--- config.mk ---
export PLATFORM = sky130hd
export DESIGN_NAME = apb4_slave_ram
export DESIGN_NICKNAME = d
export VERILOG_FILES = /design/src/rtl/apb4_slave_ram.sv
export SDC_FILE = /design/constraint.sdc
export NUM_CORES = 2
export LEC_CHECK = 0
export CORE_MARGIN = 2
export CORE_UTILIZATION = 57
export CTS_CLUSTER_SIZE = 14
export DETAILED_ROUTE_END_ITERATION = 16
export GPL_ROUTABILITY_DRIVEN = 0
export PLACE_DENSITY = 0.73
export SYNTH_ARGS = -nofsm -noshare
export SYNTH_HDL_FRONTEND = slang
export SYNTH_SLANG_ARGS = --single-unit
--- constraint.sdc ---
create_clock -name PCLK -period 2.8 [get_ports PCLK]
set_input_delay 0.56 -clock PCLK [delete_from_list [all_inputs] [get_ports PCLK]]
set_output_delay 0.56 -clock PCLK [all_outputs]
set_load 0.01 [all_outputs]
--- src/rtl/apb4_slave_ram.sv ---
// APB4 completer backed by a word-addressed register memory with byte strobes,
// programmable wait states and PSLVERR on range, alignment, read-only and security faults.
module apb4_slave_ram #(
  parameter int unsigned ADDR_SIZE   = 32,
  parameter int unsigned DATA_SIZE   = 32,
  parameter int unsigned BASE_ADDR   = 0,
  parameter int unsigned MEM_DEPTH   = 64,
  parameter int unsigned WAIT_STATES = 2,
  parameter int unsigned RO_WORDS    = 0,
  parameter int unsigned SECURE_ONLY = 0
) (
  input  logic                   PCLK,
  input  logic                   PRESETn,
  input  logic [ADDR_SIZE-1:0]   PADDR,
  input  logic [2:0]             PPROT,
  input  logic                   PSEL,
  input  logic                   PENABLE,
  input  logic                   PWRITE,
  input  logic [DATA_SIZE-1:0]   PWDATA,
  input  logic [DATA_SIZE/8-1:0] PSTRB,
  output logic [DATA_SIZE-1:0]   PRDATA,
  output logic                   PREADY,
  output logic                   PSLVERR
);

  localparam int unsigned NBYTES = DATA_SIZE / 8;
  localparam int unsigned LSB    = $clog2(NBYTES);
  localparam int unsigned IDX_W  = (MEM_DEPTH > 1) ? $clog2(MEM_DEPTH) : 1;

  localparam logic [ADDR_SIZE-1:0] BASE       = ADDR_SIZE'(BASE_ADDR);
  localparam logic [ADDR_SIZE-1:0] ALIGN_MASK = ADDR_SIZE'((1 << LSB) - 1);
  localparam logic [ADDR_SIZE-1:0] DEPTH_A    = ADDR_SIZE'(MEM_DEPTH);
  localparam logic [ADDR_SIZE-1:0] RO_A       = ADDR_SIZE'(RO_WORDS);
  localparam logic [3:0]           WS         = 4'(WAIT_STATES);

  typedef enum logic [1:0] {StIdle, StSetup, StAccess} state_e;

  state_e               state_q, state_d;
  logic [3:0]           wcnt_q, wcnt_d;
  logic [ADDR_SIZE-1:0] off, idx;
  logic [IDX_W-1:0]     widx;
  logic                 below, range_err, align_err, ro_err, sec_err, err;
  logic                 pready, wr_en, rd_en;
  logic                 unused_pprot;
  logic [DATA_SIZE-1:0] mem [MEM_DEPTH];

  // Borrow out of the subtraction flags addresses below the window.
  always_comb begin
    {below, off} = {1'b0, PADDR} - {1'b0, BASE};
    idx          = off >> LSB;
    widx         = idx[IDX_W-1:0];
    range_err    = idx >= DEPTH_A;
    align_err    = (off & ALIGN_MASK) != '0;
    ro_err       = PWRITE & (idx < RO_A);
    sec_err      = (SECURE_ONLY != 0) & PPROT[1];
    err          = below | range_err | align_err | ro_err | sec_err;
  end

  assign unused_pprot = PPROT[0] ^ PPROT[2];

  // Gating with PRESETn lets a reset mid-transfer drop PREADY at once.
  assign pready  = PRESETn & PSEL & PENABLE & (wcnt_q == WS);
  assign wr_en   = pready & PWRITE & ~err;
  assign rd_en   = pready & ~PWRITE & ~err;
  assign PREADY  = pready;
  assign PSLVERR = pready & err;
  assign PRDATA  = rd_en ? mem[widx] : '0;

  always_comb begin
    state_d = state_q;
    unique case (state_q)
      StIdle, StSetup: begin
        if (PSEL && PENABLE) state_d = StAccess;
        else if (PSEL)       state_d = StSetup;
        else                 state_d = StIdle;
      end
      StAccess: begin
        if (!PSEL)         state_d = StIdle;
        else if (!PENABLE) state_d = StSetup;
        else if (pready)   state_d = StIdle;
        else               state_d = StAccess;
      end
      default: state_d = StIdle;
    endcase
  end

  // A skipped setup phase still counts its first enabled cycle as A0.
  always_comb begin
    wcnt_d = '0;
    if (PSEL && PENABLE && !pready) wcnt_d = wcnt_q + 4'd1;
  end

  always_ff @(posedge PCLK or negedge PRESETn) begin
    if (!PRESETn) begin
      state_q <= StIdle;
      wcnt_q  <= '0;
    end else begin
      state_q <= state_d;
      wcnt_q  <= wcnt_d;
    end
  end

  always_ff @(posedge PCLK or negedge PRESETn) begin
    if (!PRESETn) begin
      for (int i = 0; i < int'(MEM_DEPTH); i++) mem[i] <= '0;
    end else if (wr_en) begin
      for (int b = 0; b < int'(NBYTES); b++) begin
        if (PSTRB[b]) mem[widx][b*8 +: 8] <= PWDATA[b*8 +: 8];
      end
    end
  end

endmodule

==> impl_table.tex <==
\begin{tabular}{lr}
\hline
Metric & Value \\
\hline
\multicolumn{2}{l}{\textbf{STA}} \\
\quad Final critical delay including setup and external delays & 4.198 ns \\
\quad Unrepaired setup endpoints after global routing & yes \\
\quad Post-route worst hold slack & 0.02541 ns \\
\quad Fmax & 0.2382 GHz \\
\quad Final hold violation count & 0 \\
\quad Setup TNS after final layout & -35.39 ns \\
\quad Final count of negative-setup-slack endpoints & 33 \\
\quad Max Slew Vio Count & 0 \\
\quad Max-slew headroom & 0.2814 \\
\quad Final clock skew & 0.02662 ns \\
\quad Actual slew at the worst max-slew pin & 1.078 ns \\
\quad Period Utilization, post-route & 1.499 \\
\quad Final WS setup & -1.398 ns \\
\multicolumn{2}{l}{\textbf{Logic synthesis}} \\
\quad Synth area leaders & dfrtp\_1 (54\%), mux2\_2 (24\%), mux4\_2 (4.8\%), nor2\_4 (3.0\%), o22ai\_1 (1.8\%) \\
\quad Combined area of all synthesized cells & 95,520 um2 \\
\quad Syn. warnings & 0 \\
\quad Cell type with the largest total area after synthesis & dfrtp\_1 \\
\quad Async SR Flop Fraction & 1.000 \\
\quad Synthesized area per cell & 14.43 um2 \\
\quad Post-synth cell types & 74 \\
\quad Register area share after synthesis & 0.5376 \\
\quad EDFF count, synth & 0 \\
\quad Synthesized netlist cell count & 6,622 \\
\quad FF+latch count, synth & 2,052 \\
\quad Top FF cell, synth & dfrtp\_1 \\
\quad Area share of the largest cell type after synthesis & 0.5376 \\
\quad Number of nets produced by synthesis & 6,700 \\
\multicolumn{2}{l}{\textbf{Worst setup path}} \\
\quad Ordered cell list for the critical path & clkdlybuf4s50\_1 -> nor4\_1 -> nand3\_1 -> nor4\_4 -> buf\_12 -> buf\_12 -> buf\_12 -> o21ai\_4 -> or4\_4 -> a2111oi\_4 -> buf\_4 -> buf\_6 \\
\quad CP startpoint & PADDR[28] \\
\quad Critical path's slowest cell & or4\_4 \\
\quad Classification of the worst setup path & in2out \\
\quad Category of the worst setup path launch point & input pin \\
\quad Startpoint of the worst register-to-register path & wcnt\_q[3] \\
\quad Most used cell, CP & buf\_12 \\
\quad Number of cells on the worst reg-to-reg path & 10 \\
\quad Slack of the worst reg-to-reg path & 0.07 ns \\
\quad Data required time at the worst endpoint & 2.24 ns \\
\quad Data arrival time of the critical path & 3.64 ns \\
\quad Endpoint of the most critical register-to-register path & mem[875] \\
\quad Maximum fanout count along the critical path & 4 \\
\quad Capturing element type of the critical path & output port \\
\quad Highest cell delay on the worst timing path & 0.49 ns \\
\multicolumn{2}{l}{\textbf{Finish}} \\
\quad Final core utilization & 0.7064 \\
\quad Final \#Nets & 7,562 \\
\quad Layout cells sized above 1 & 0.5423 \\
\quad Layout Cells excl Fill & 9,873 \\
\quad Most common cell after layout, fill and taps aside & mux2\_2 \\
\quad P\&R area growth vs syn & 23.39\% \\
\quad Most frequent cells in the layout & mux2\_2 (2,064), dfrtp\_1 (2,052), buf\_4 (634) \\
\multicolumn{2}{l}{\textbf{Placed design}} \\
\quad Post-placement cell count & 9,447 \\
\quad HPWL after DPL & 221,700 um \\
\quad Number of input and output port buffers inserted & 106 \\
\multicolumn{2}{l}{\textbf{Clock tree}} \\
\quad Total CTS buffers & 208 \\
\quad Clock Tree Buf Depth & 3 \\
\quad Clock sink count & 2,052 \\
\quad Clock latency on the worst-skew pair & 0.89 ns \\
\quad CTS H-tree lvls & 4 \\
\quad Root cell of the clock tree & clkbuf\_16 \\
\quad Clk pin slew, worst setup/hold paths & 0.06 ns \\
\quad Clock tree from TritonCTS & yes \\
\multicolumn{2}{l}{\textbf{Power}} \\
\quad Net switching component of the power & 15,270 uW \\
\quad Sequential fraction of design power & 0.468 \\
\quad Fraction of power consumed by the clock network & 0.463 \\
\quad Part of the total power dissipated in combinational logic & 0.069 \\
\quad Post-route total power & 63,360 uW \\
\quad Total power divided by cell area & 537.6 nW/um2 \\
\quad Switching share of power & 0.2410 \\
\quad Leakage power summed over all cells & 0.05583 uW \\
\quad Int Pwr & 48,090 uW \\
\quad IR Drop Worst-Case VDD & 0.6864 mV \\
\multicolumn{2}{l}{\textbf{Route}} \\
\quad First drt pass iteration count & 8 \\
\quad Via count of the routed design & 65,590 \\
\quad Final wirelength & 317,400 um \\
\quad Detailed-route wire length per cell & 32.15 um \\
\quad Number of vias per cell after detailed routing & 6.643 \\
\quad Detailed-route DRC error count & 0 \\
\quad ANT nets after route & 0 \\
\quad Initial DRC count & 7,858 \\
\multicolumn{2}{l}{\textbf{Run status}} \\
\quad Violations in the final reports & setup timing \\
\quad Run status & finished, violations left \\
\multicolumn{2}{l}{\textbf{Worst hold path}} \\
\quad Class of the most critical hold timing path & in2async \\
\multicolumn{2}{l}{\textbf{GRT}} \\
\quad Number of antenna violations at the first check in global routing & 8 \\
\quad Maximum number of pins on one net before global-route repair & 194 \\
\quad Total congestion overflow after global routing & 0 \\
\quad Vias in the first global route & 68,330 \\
\quad Wire length of the first global-routing pass & 467,700 um \\
\quad Total GRT Usage & 0.3758 \\
\multicolumn{2}{l}{\textbf{Floorplan}} \\
\quad Die boundary width & 413.4 um \\
\quad Area of the core region & 166,800 um2 \\
\quad Number of rows created at floorplan & 150 \\
\quad Number of ports placed on the die boundary & 110 \\
\quad Die Y & 413.4 um \\
\quad Total Die Area & 170,900 um2 \\
\quad Initial core utilization & 0.5725 \\
\multicolumn{2}{l}{\textbf{Run}} \\
\quad Max-cap violations & 0 \\
\hline
\end{tabular}
==> worst max-delay path: cells and delay by family <==
family | cells | cell delay, ns
AO/OA/AOI/OAI | 2 | 0.43
buffers and inverters | 6 | 1.13
AND/OR/NAND/NOR | 4 | 1.49
==> area by class of cell <==
| type | count | area [um2] |
|---|---|---|
| Sequential cell | 2052 | 51350 |
| Fill cell | 10810 | 48980 |
| Multi-Input combinational cell | 4049 | 42320 |
| Timing Repair Buffer | 1167 | 14120 |
| Clock buffer | 305 | 6231 |
| Tap cell | 2204 | 2758 |
| Clock inverter | 84 | 1049 |
| Inverter | 6 | 27.53 |
| Antenna cell | 6 | 15.01 |
==> power by group through the flow <==
stage	clock, uW	combinational, uW	sequential, uW
global placement	0	4150	30200
floorplan	0	1710	30200
finish	29300	4400	29700
CTS	29400	4270	29700
global route	30700	4560	29600
detailed placement	0	4210	30200
==> synthesized netlist by cell type (all sizes together) (4+ instances only) <==
cell type  count
a2111oi       16
a211oi        20
a21oi        100
a221o         13
a221oi        30
a222oi         4
a22o          10
a22oi         39
a2bb2oi        4
and2           4
and3           9
buf          260
clkbuf       255
dfrtp       2052
inv            6
mux2        2190
mux2i        142
mux4         207
nand2        158
nand2b         7
nand3         17
nand4          5
nor2         375
nor2b         12
nor3          21
nor4          21
o2111ai        4
o211ai        12
o21ai        127
o221ai       149
o22a          13
o22ai        277
o32ai          8
or3           10
or4            5
==> stage by stage <==
step | worst slack (ns) | area [um2]
finish | -1.398 | 117900
global route | -1.463 | 117900
CTS | -1.431 | 117700
detailed placement | -1.696 | 109800
global placement | -1.706 | 109800
floorplan | -0.1067 | 95910
==> registers in the layout (all words and copies together) (netlist names) <==
register	cells
mem	2048
wcnt_q	4
==> worst max-delay path by stage <==
stage,end,slack (ns)
floorplan,PRDATA[16],-0.11
global placement,PRDATA[7],-1.71
detailed placement,PRDATA[7],-1.70
CTS,PRDATA[7],-1.43
global route,PRDATA[9],-1.46
finish,PRDATA[9],-1.40
==> logic make-up (layout without fill, tap and decap cells) <==
group	Yosys count	in the layout	share of synthesized area
and+or+nand+nor	659	659	0.05000
AOI/OAI and AO/OA	847	847	0.06131
DFF	2052	2052	0.5376
buffers and inverters	521	1562	0.02876
xor gates and xnor gates	2	2	0.0001834
other	0	6	0
adders and majority gates	2	2	0.0002619
muxes	2539	2539	0.3219
==> repair_timing <==
action,in CTS,in global routing
buffers inserted,24,8
hold buffers,2,0
hold endpoints to repair,8,0
pin swaps,43,23
setup endpoints to repair,35,103
resized for setup,261,17
cloned,0,0
==> per-layer routing <==
metal  routed length (um)  global-route usage  share of wire  vias to the layer above
li1                     -                   -              -                    26480
met5                  121            0.002261        0.00038                        -
met2               140100              0.5514           0.44                     3452
met3                33060              0.1077           0.10                     1035
met1               122300              0.5001           0.39                    34610
met4                21900              0.2205          0.069                       14
Note: power is estimated with default switching activity, not from simulation.
